==> config.mk <==
export PLATFORM = sky130hd
export DESIGN_NAME = ifu_fetch
export DESIGN_NICKNAME = d
export VERILOG_FILES = /design/src/rtl/ifu_fetch.sv
export SDC_FILE = /design/constraint.sdc
export NUM_CORES = 1
export LEC_CHECK = 0
export ABC_AREA = 1
export CAP_MARGIN = 25
export CORE_UTILIZATION = 23
export DETAILED_ROUTE_END_ITERATION = 16
export MAX_ROUTING_LAYER = met4
export PLACE_DENSITY_LB_ADDON = 0.12
export SETUP_SLACK_MARGIN = 0.4
export SLEW_MARGIN = 20
export SYNTH_ARGS = -nofsm -noshare
export SYNTH_HDL_FRONTEND = slang
export SYNTH_SLANG_ARGS = --single-unit
export TNS_END_PERCENT = 20
==> constraint.sdc <==
create_clock -name clk -period 2 [get_ports clk]
set_input_delay 0.4 -clock clk [delete_from_list [all_inputs] [get_ports clk]]
set_output_delay 0.4 -clock clk [all_outputs]
set_load 0.05 [all_outputs]
==> src/rtl/ifu_fetch.sv <==
// Instruction fetch unit: owns the PC, issues one memory request at a time, hands words to decode.
// Optional performance counters are built when IFU_PERF_CNT_EN is defined.
module ifu_fetch #(
    parameter int                    PC_WIDTH   = 64,
    parameter int                    INST_WIDTH = 32,
    parameter logic [PC_WIDTH-1:0]   RESET_PC   = 64'h8000_0000,
    parameter logic [INST_WIDTH-1:0] NOP_INST   = 32'h0000_0013
) (
    input  logic                  clk,
    input  logic                  rst_n,
    output logic                  imem_req_valid,
    input  logic                  imem_req_ready,
    output logic [PC_WIDTH-1:0]   imem_req_addr,
    input  logic                  imem_rsp_valid,
    input  logic [INST_WIDTH-1:0] imem_rsp_data,
    input  logic                  imem_rsp_err,
    output logic                  inst_valid,
    input  logic                  inst_ready,
    output logic [INST_WIDTH-1:0] inst,
    output logic [PC_WIDTH-1:0]   inst_pc,
    input  logic                  redirect_valid,
    input  logic [PC_WIDTH-1:0]   redirect_pc,
    input  logic                  halt,
    output logic                  fetch_fault,
    output logic [PC_WIDTH-1:0]   fault_pc
`ifdef IFU_PERF_CNT_EN
    ,
    output logic [63:0]           perf_fetch_cnt,
    output logic [63:0]           perf_stall_cnt,
    output logic [31:0]           perf_kill_cnt
`endif
);

    typedef enum logic [2:0] {S_IDLE, S_REQ, S_WAIT, S_HOLD, S_HALT} state_t;

    state_t                r_state;
    logic [PC_WIDTH-1:0]   r_pc;
    logic [PC_WIDTH-1:0]   r_reqAddr;
    logic [PC_WIDTH-1:0]   r_instPc;
    logic [PC_WIDTH-1:0]   r_faultPc;
    logic [INST_WIDTH-1:0] r_inst;
    logic                  r_kill;
    logic                  r_reqValid;
    logic                  r_instValid;
    logic                  r_fault;

    logic                  w_redirMis;
    logic                  w_reqFire;
    logic                  w_instFire;
    logic                  w_drop;
    logic                  w_faultNow;
    logic [PC_WIDTH-1:0]   w_faultPc;
    logic [PC_WIDTH-1:0]   w_redirOrPc;
    logic [PC_WIDTH-1:0]   w_holdNextPc;

    assign w_redirMis   = redirect_valid && (redirect_pc[1:0] != 2'b00);
    assign w_reqFire    = r_reqValid && imem_req_ready;
    assign w_instFire   = r_instValid && inst_ready;
    assign w_redirOrPc  = redirect_valid ? redirect_pc : r_pc;
    assign w_holdNextPc = redirect_valid ? redirect_pc : (r_pc + PC_WIDTH'(4));
    // An aligned redirect arriving with the response makes that response wrong-path as well.
    assign w_drop       = (r_state == S_WAIT) && imem_rsp_valid && (r_kill || redirect_valid);

    always_comb begin
        w_faultNow = 1'b0;
        w_faultPc  = r_pc;
        if (w_redirMis) begin
            w_faultPc = redirect_pc;
            w_faultNow = (r_state == S_REQ) || (r_state == S_WAIT) ||
                         ((r_state == S_HOLD) && !(w_instFire && halt));
        end else if ((r_state == S_WAIT) && imem_rsp_valid && imem_rsp_err && !w_drop) begin
            w_faultNow = 1'b1;
        end
    end

    always_ff @(posedge clk) begin
        if (!rst_n) begin
            r_state     <= S_IDLE;
            r_pc        <= RESET_PC;
            r_kill      <= 1'b0;
            r_reqValid  <= 1'b0;
            r_reqAddr   <= RESET_PC;
            r_instValid <= 1'b0;
            r_inst      <= NOP_INST;
            r_instPc    <= '0;
            r_fault     <= 1'b0;
            r_faultPc   <= '0;
        end else if (w_faultNow) begin
            r_fault     <= 1'b1;
            r_faultPc   <= w_faultPc;
            r_reqValid  <= 1'b0;
            r_instValid <= 1'b0;
            r_inst      <= NOP_INST;
            r_state     <= S_HALT;
        end else begin
            case (r_state)
                S_IDLE: begin
                    r_reqValid <= 1'b1;
                    r_reqAddr  <= r_pc;
                    r_state    <= S_REQ;
                end
                S_REQ: begin
                    // The pending address cannot be withdrawn, so its eventual response is killed.
                    if (redirect_valid) begin
                        r_pc   <= redirect_pc;
                        r_kill <= 1'b1;
                    end
                    if (w_reqFire) begin
                        r_reqValid <= 1'b0;
                        r_state    <= S_WAIT;
                    end
                end
                S_WAIT: begin
                    if (w_drop) begin
                        r_kill     <= 1'b0;
                        r_pc       <= w_redirOrPc;
                        r_reqAddr  <= w_redirOrPc;
                        r_reqValid <= 1'b1;
                        r_state    <= S_REQ;
                    end else if (imem_rsp_valid) begin
                        r_inst      <= imem_rsp_data;
                        r_instPc    <= r_pc;
                        r_instValid <= 1'b1;
                        r_state     <= S_HOLD;
                    end else if (redirect_valid) begin
                        r_pc   <= redirect_pc;
                        r_kill <= 1'b1;
                    end
                end
                S_HOLD: begin
                    if (w_instFire && halt) begin
                        r_instValid <= 1'b0;
                        r_inst      <= NOP_INST;
                        r_state     <= S_HALT;
                    end else if (w_instFire || redirect_valid) begin
                        r_pc        <= w_holdNextPc;
                        r_reqAddr   <= w_holdNextPc;
                        r_reqValid  <= 1'b1;
                        r_instValid <= 1'b0;
                        r_inst      <= NOP_INST;
                        r_state     <= S_REQ;
                    end
                end
                S_HALT:  r_state <= S_HALT;
                default: r_state <= S_HALT;
            endcase
        end
    end

    assign imem_req_valid = r_reqValid;
    assign imem_req_addr  = r_reqAddr;
    assign inst_valid     = r_instValid;
    assign inst           = r_inst;
    assign inst_pc        = r_instPc;
    assign fetch_fault    = r_fault;
    assign fault_pc       = r_faultPc;

`ifdef IFU_PERF_CNT_EN
    logic [63:0] r_perfFetch;
    logic [63:0] r_perfStall;
    logic [31:0] r_perfKill;
    logic        w_stall;

    assign w_stall = ((r_state == S_REQ)  && !imem_req_ready) ||
                     ((r_state == S_WAIT) && !imem_rsp_valid) ||
                     ((r_state == S_HOLD) && !inst_ready);

    always_ff @(posedge clk) begin
        if (!rst_n) begin
            r_perfFetch <= '0;
            r_perfStall <= '0;
            r_perfKill  <= '0;
        end else begin
            if (w_instFire) r_perfFetch <= r_perfFetch + 64'd1;
            if (w_stall)    r_perfStall <= r_perfStall + 64'd1;
            if (w_drop && !w_redirMis) r_perfKill <= r_perfKill + 32'd1;
        end
    end

    assign perf_fetch_cnt = r_perfFetch;
    assign perf_stall_cnt = r_perfStall;
    assign perf_kill_cnt  = r_perfKill;
`endif

endmodule

==> flow_summary.yaml <==
setup_path:
  worst_setup_path_end_kind: "flip-flop"
  worst_ep_arrival_time_ns: 2.27
  critical-path-max-stage-delay_ns: 0.36
  timing.critical_path.cells: "inv_4 -> nand2_4 -> nor2_4 -> buf_6 -> nand3_2 -> buf_4 -> clkinv_8 -> nand2_8 -> clkbuf_16 -> nand2_1 -> a21oi_1"
  cp_data_required_time_ns: 2.45
  timing.critical_path.max_delay_family: "buffers and inverters"
  critical_path.max_fanout: 20
  criticalPathCategory: "flip-flop to flip-flop"
  setup.worst_path.start_class: "flip-flop"
  cp_slowest_cell: "sky130_fd_sc_hd__dfxtp_4"
  worst-path-buf-inv: 5
grt:
  initial_antenna_violation_count: 5
  grt_first_pass_wirelength_um: 124800
  vias_in_the_first_global_route: 19440
  grt_util_all_layers: 0.2389
  pin_count_of_the_biggest_net_entering_global_routing: 98
  congestion_overflow_gr: 0
logic_synthesis:
  post_synth.cell_area_avg_um2: 6.232
  synth-seq-area-share: 0.3662
  synth_fp_nets: 2693
  synth_cell_types: 38
  post_synth_inst_count: 2588
  ys_ff_latch: 295
  yosys_warnings: 0
  post_synth_design_cell_area_um2: 16130
detailed_routing:
  drt_iter0_drc: 1915
  detail_route.wl_per_cell_um: 22.43
  drt_pre_antenna_iters: 5
  postRouteWirelength_um: 92490
  antenna_violating_nets_post_route: 0
  drt_drc_violations_left: 0
  num_vias: 20430
  avgViaCountPerCell: 4.953
sta:
  skew_ns: 0.01519
  finalCritPeriodShare: 0.9099
  rsz_0062_raised_after_global_routing: "true"
  hold_viol: 0
  final-setup-viol-count: 0
  achievable-frequency_mhz: 549.5
  finalMaxSlewViolations: 0
  timing.slew.headroom: 0.6239
  timing_worst_slew_pin_value_ns: 0.5642
  whs_ns: 0.1820
  final_period_minus_worst_setup_slack_ns: 1.820
placement:
  numPortBuffers: 330
  dp_hpwl_um: 58120
  routabilityCongestion: 0.9228
cells_and_area:
  final_nets: 3266
  layout.cells.most_common_list: "590 x sky130_fd_sc_hd__nand2_1, 471 x sky130_fd_sc_hd__buf_4, 358 x sky130_fd_sc_hd__nor2_1"
  final_util: 0.3742
  fillers: 7445
  layout-drive-gt1-share: 0.2975
  syn2layout_area_growth_pct: 59.95
  most_frequent_standard_cell_in_the_layout_excluding_fill_and_tap_cells: "sky130_fd_sc_hd__nand2_1"
clock_tree:
  cts_made_buffers: 41
  cts-hold-fix-buffers: 0
  cts_root_buf: "sky130_fd_sc_hd__clkbuf_16"
  clkTransAtPathRegs_ns: 0.06
  cts_buffer_depth: 3
  insertion_delay_ns: 0.58
  clock_sinks: 295
  tritoncts: "yes"
  clock_tree.htree_level_count: 2
floorplanning:
  die-area_um2: 71180
  placeableCoreArea_um2: 68950
  effective_utilization_at_floorplan: 0.2339
  io_pins: 331
  rows: 96
  die_x_um: 266.8
  die-height_um: 266.8
min_path:
  worst_hold_path_type: "primary input to flip-flop"
power:
  areal_power_density_over_the_cells_nw_per_um2: 1457
  power.leakage_nw: 11.03
  worst_ir_drop_vdd_mv: 0.8661
job:
  max_cap_violations: 0
outcome:
  outcome: "completed"
## worst paths after layout
check / startpoint / to / slack [ns] / cells after the start
worst max-delay path: r_state[2]$_SDFFE_PN0P_ / inst_pc[30]$_SDFFE_PN0P_ / 0.18 / 11
worst min-delay path: rst_n / fault_pc[54]$_SDFFE_PN0P_ / 0.18 / 3
worst max register to register: r_state[2]$_SDFFE_PN0P_ / inst_pc[30]$_SDFFE_PN0P_ / 0.18 / 11
worst min register to register: inst[27]$_SDFFE_PP0P_ / inst[27]$_SDFFE_PP0P_ / 0.46 / 2
## tightest hold or removal path, delay by kind of cell
| kind | cells | cell delay, ns |
|---|---|---|
| AOI/OAI and AO/OA | 2 | 0.14 |
| buffers and inverters | 1 | 0.16 |
## logic make-up (layout without fill, tap and decap cells)
logic type | count (synthesis) | count (layout) | share of synthesized area
and+or+nand+nor | 1427 | 1428 | 0.3668
AOI/OAI and AO/OA | 533 | 533 | 0.1805
buffers and inverters | 332 | 933 | 0.08572
DFF | 295 | 295 | 0.3662
adders and majority gates | 1 | 1 | 0.0007757
other | 0 | 3 | 0
## repair_timing
item	in CTS	in global routing
gates cloned	12	22
setup endpoints to repair	332	312
endpoints found under the hold margin	0	0
pin swaps	27	58
gates resized for setup	343	215
buffers inserted	31	11
## power by group
part           internal, W  switching [W]  leakage [nW]
clock network      0.00486        0.00311         0.693
registers          0.00733        0.00112          2.43
logic              0.00801         0.0132          7.91
## metal layers
| layer | routed length, um | global-route usage | vias up |
|---|---|---|---|
| met2 | 42460 | 0.3776 | 757 |
| li1 | - | - | 9705 |
| met1 | 42190 | 0.3148 | 9841 |
| met5 | 0 | - | - |
| met3 | 6090 | 0.04032 | 125 |
| met4 | 1744 | 0.05887 | 0 |
## registers in the layout, indices dropped and copies added, names as in the netlist, named ones only
signal          count
imem_req_addr      64
fault_pc           64
fetch_fault         1
r_kill              1
r_state             3
inst_pc            64
r_pc               62
inst_valid          1
inst               32
imem_req_valid      1
## stage by stage
stage	cells	area [um2]	power, W	setup TNS (ns)	setup slack [ns]
final	4124	25800	0.03759	0	0.1801
after global routing	4124	25800	0.03937	0	0.1242
after CTS	4088	24520	0.03547	0	0.1917
after detailed placement	3973	22110	0.02529	-50.61	-0.3186
after global placement	3973	22110	0.02518	-44.08	-0.2880
after floorplan	2588	16170	0.01844	0	0.3978
## synth_stat cells (all sizes together)
library cell,number,area (um2)
buf,76,414.1
nor3b,1,7.510
a31oi,65,406.6
o2111ai,1,8.760
dfxtp,295,5906
nand3,251,1284
o21bai,45,337.8
o21ai,196,980.9
o221ai,1,8.760
o21a,1,7.510
ha,1,12.51
clkbuf,101,384.1
nor2,426,1637
inv,154,580.6
nor3,80,400.4
a21oi,210,1051
nand4,16,106.4
nand2,649,2456
clkinv,1,3.750
or2,4,25.02
o211ai,6,50.05
a22oi,7,52.55
a21boi,1,7.510
## cell type report
| type | instances | area (um2) | area share |
|---|---|---|---|
| clock buffer | 56 | 1205 | 0.04671 |
| sequential | 295 | 5974 | 0.2316 |
| tap | 931 | 1165 | 0.04515 |
| antenna | 3 | 7.507 | 0.0002910 |
| timing repair buffer | 706 | 6825 | 0.2646 |
| clock inverter | 16 | 222.7 | 0.008633 |
| multi-input combinational | 1962 | 9778 | 0.3790 |
| inverter | 155 | 619.3 | 0.02401 |
No activity file was read; power rests on OpenSTA's default activity.
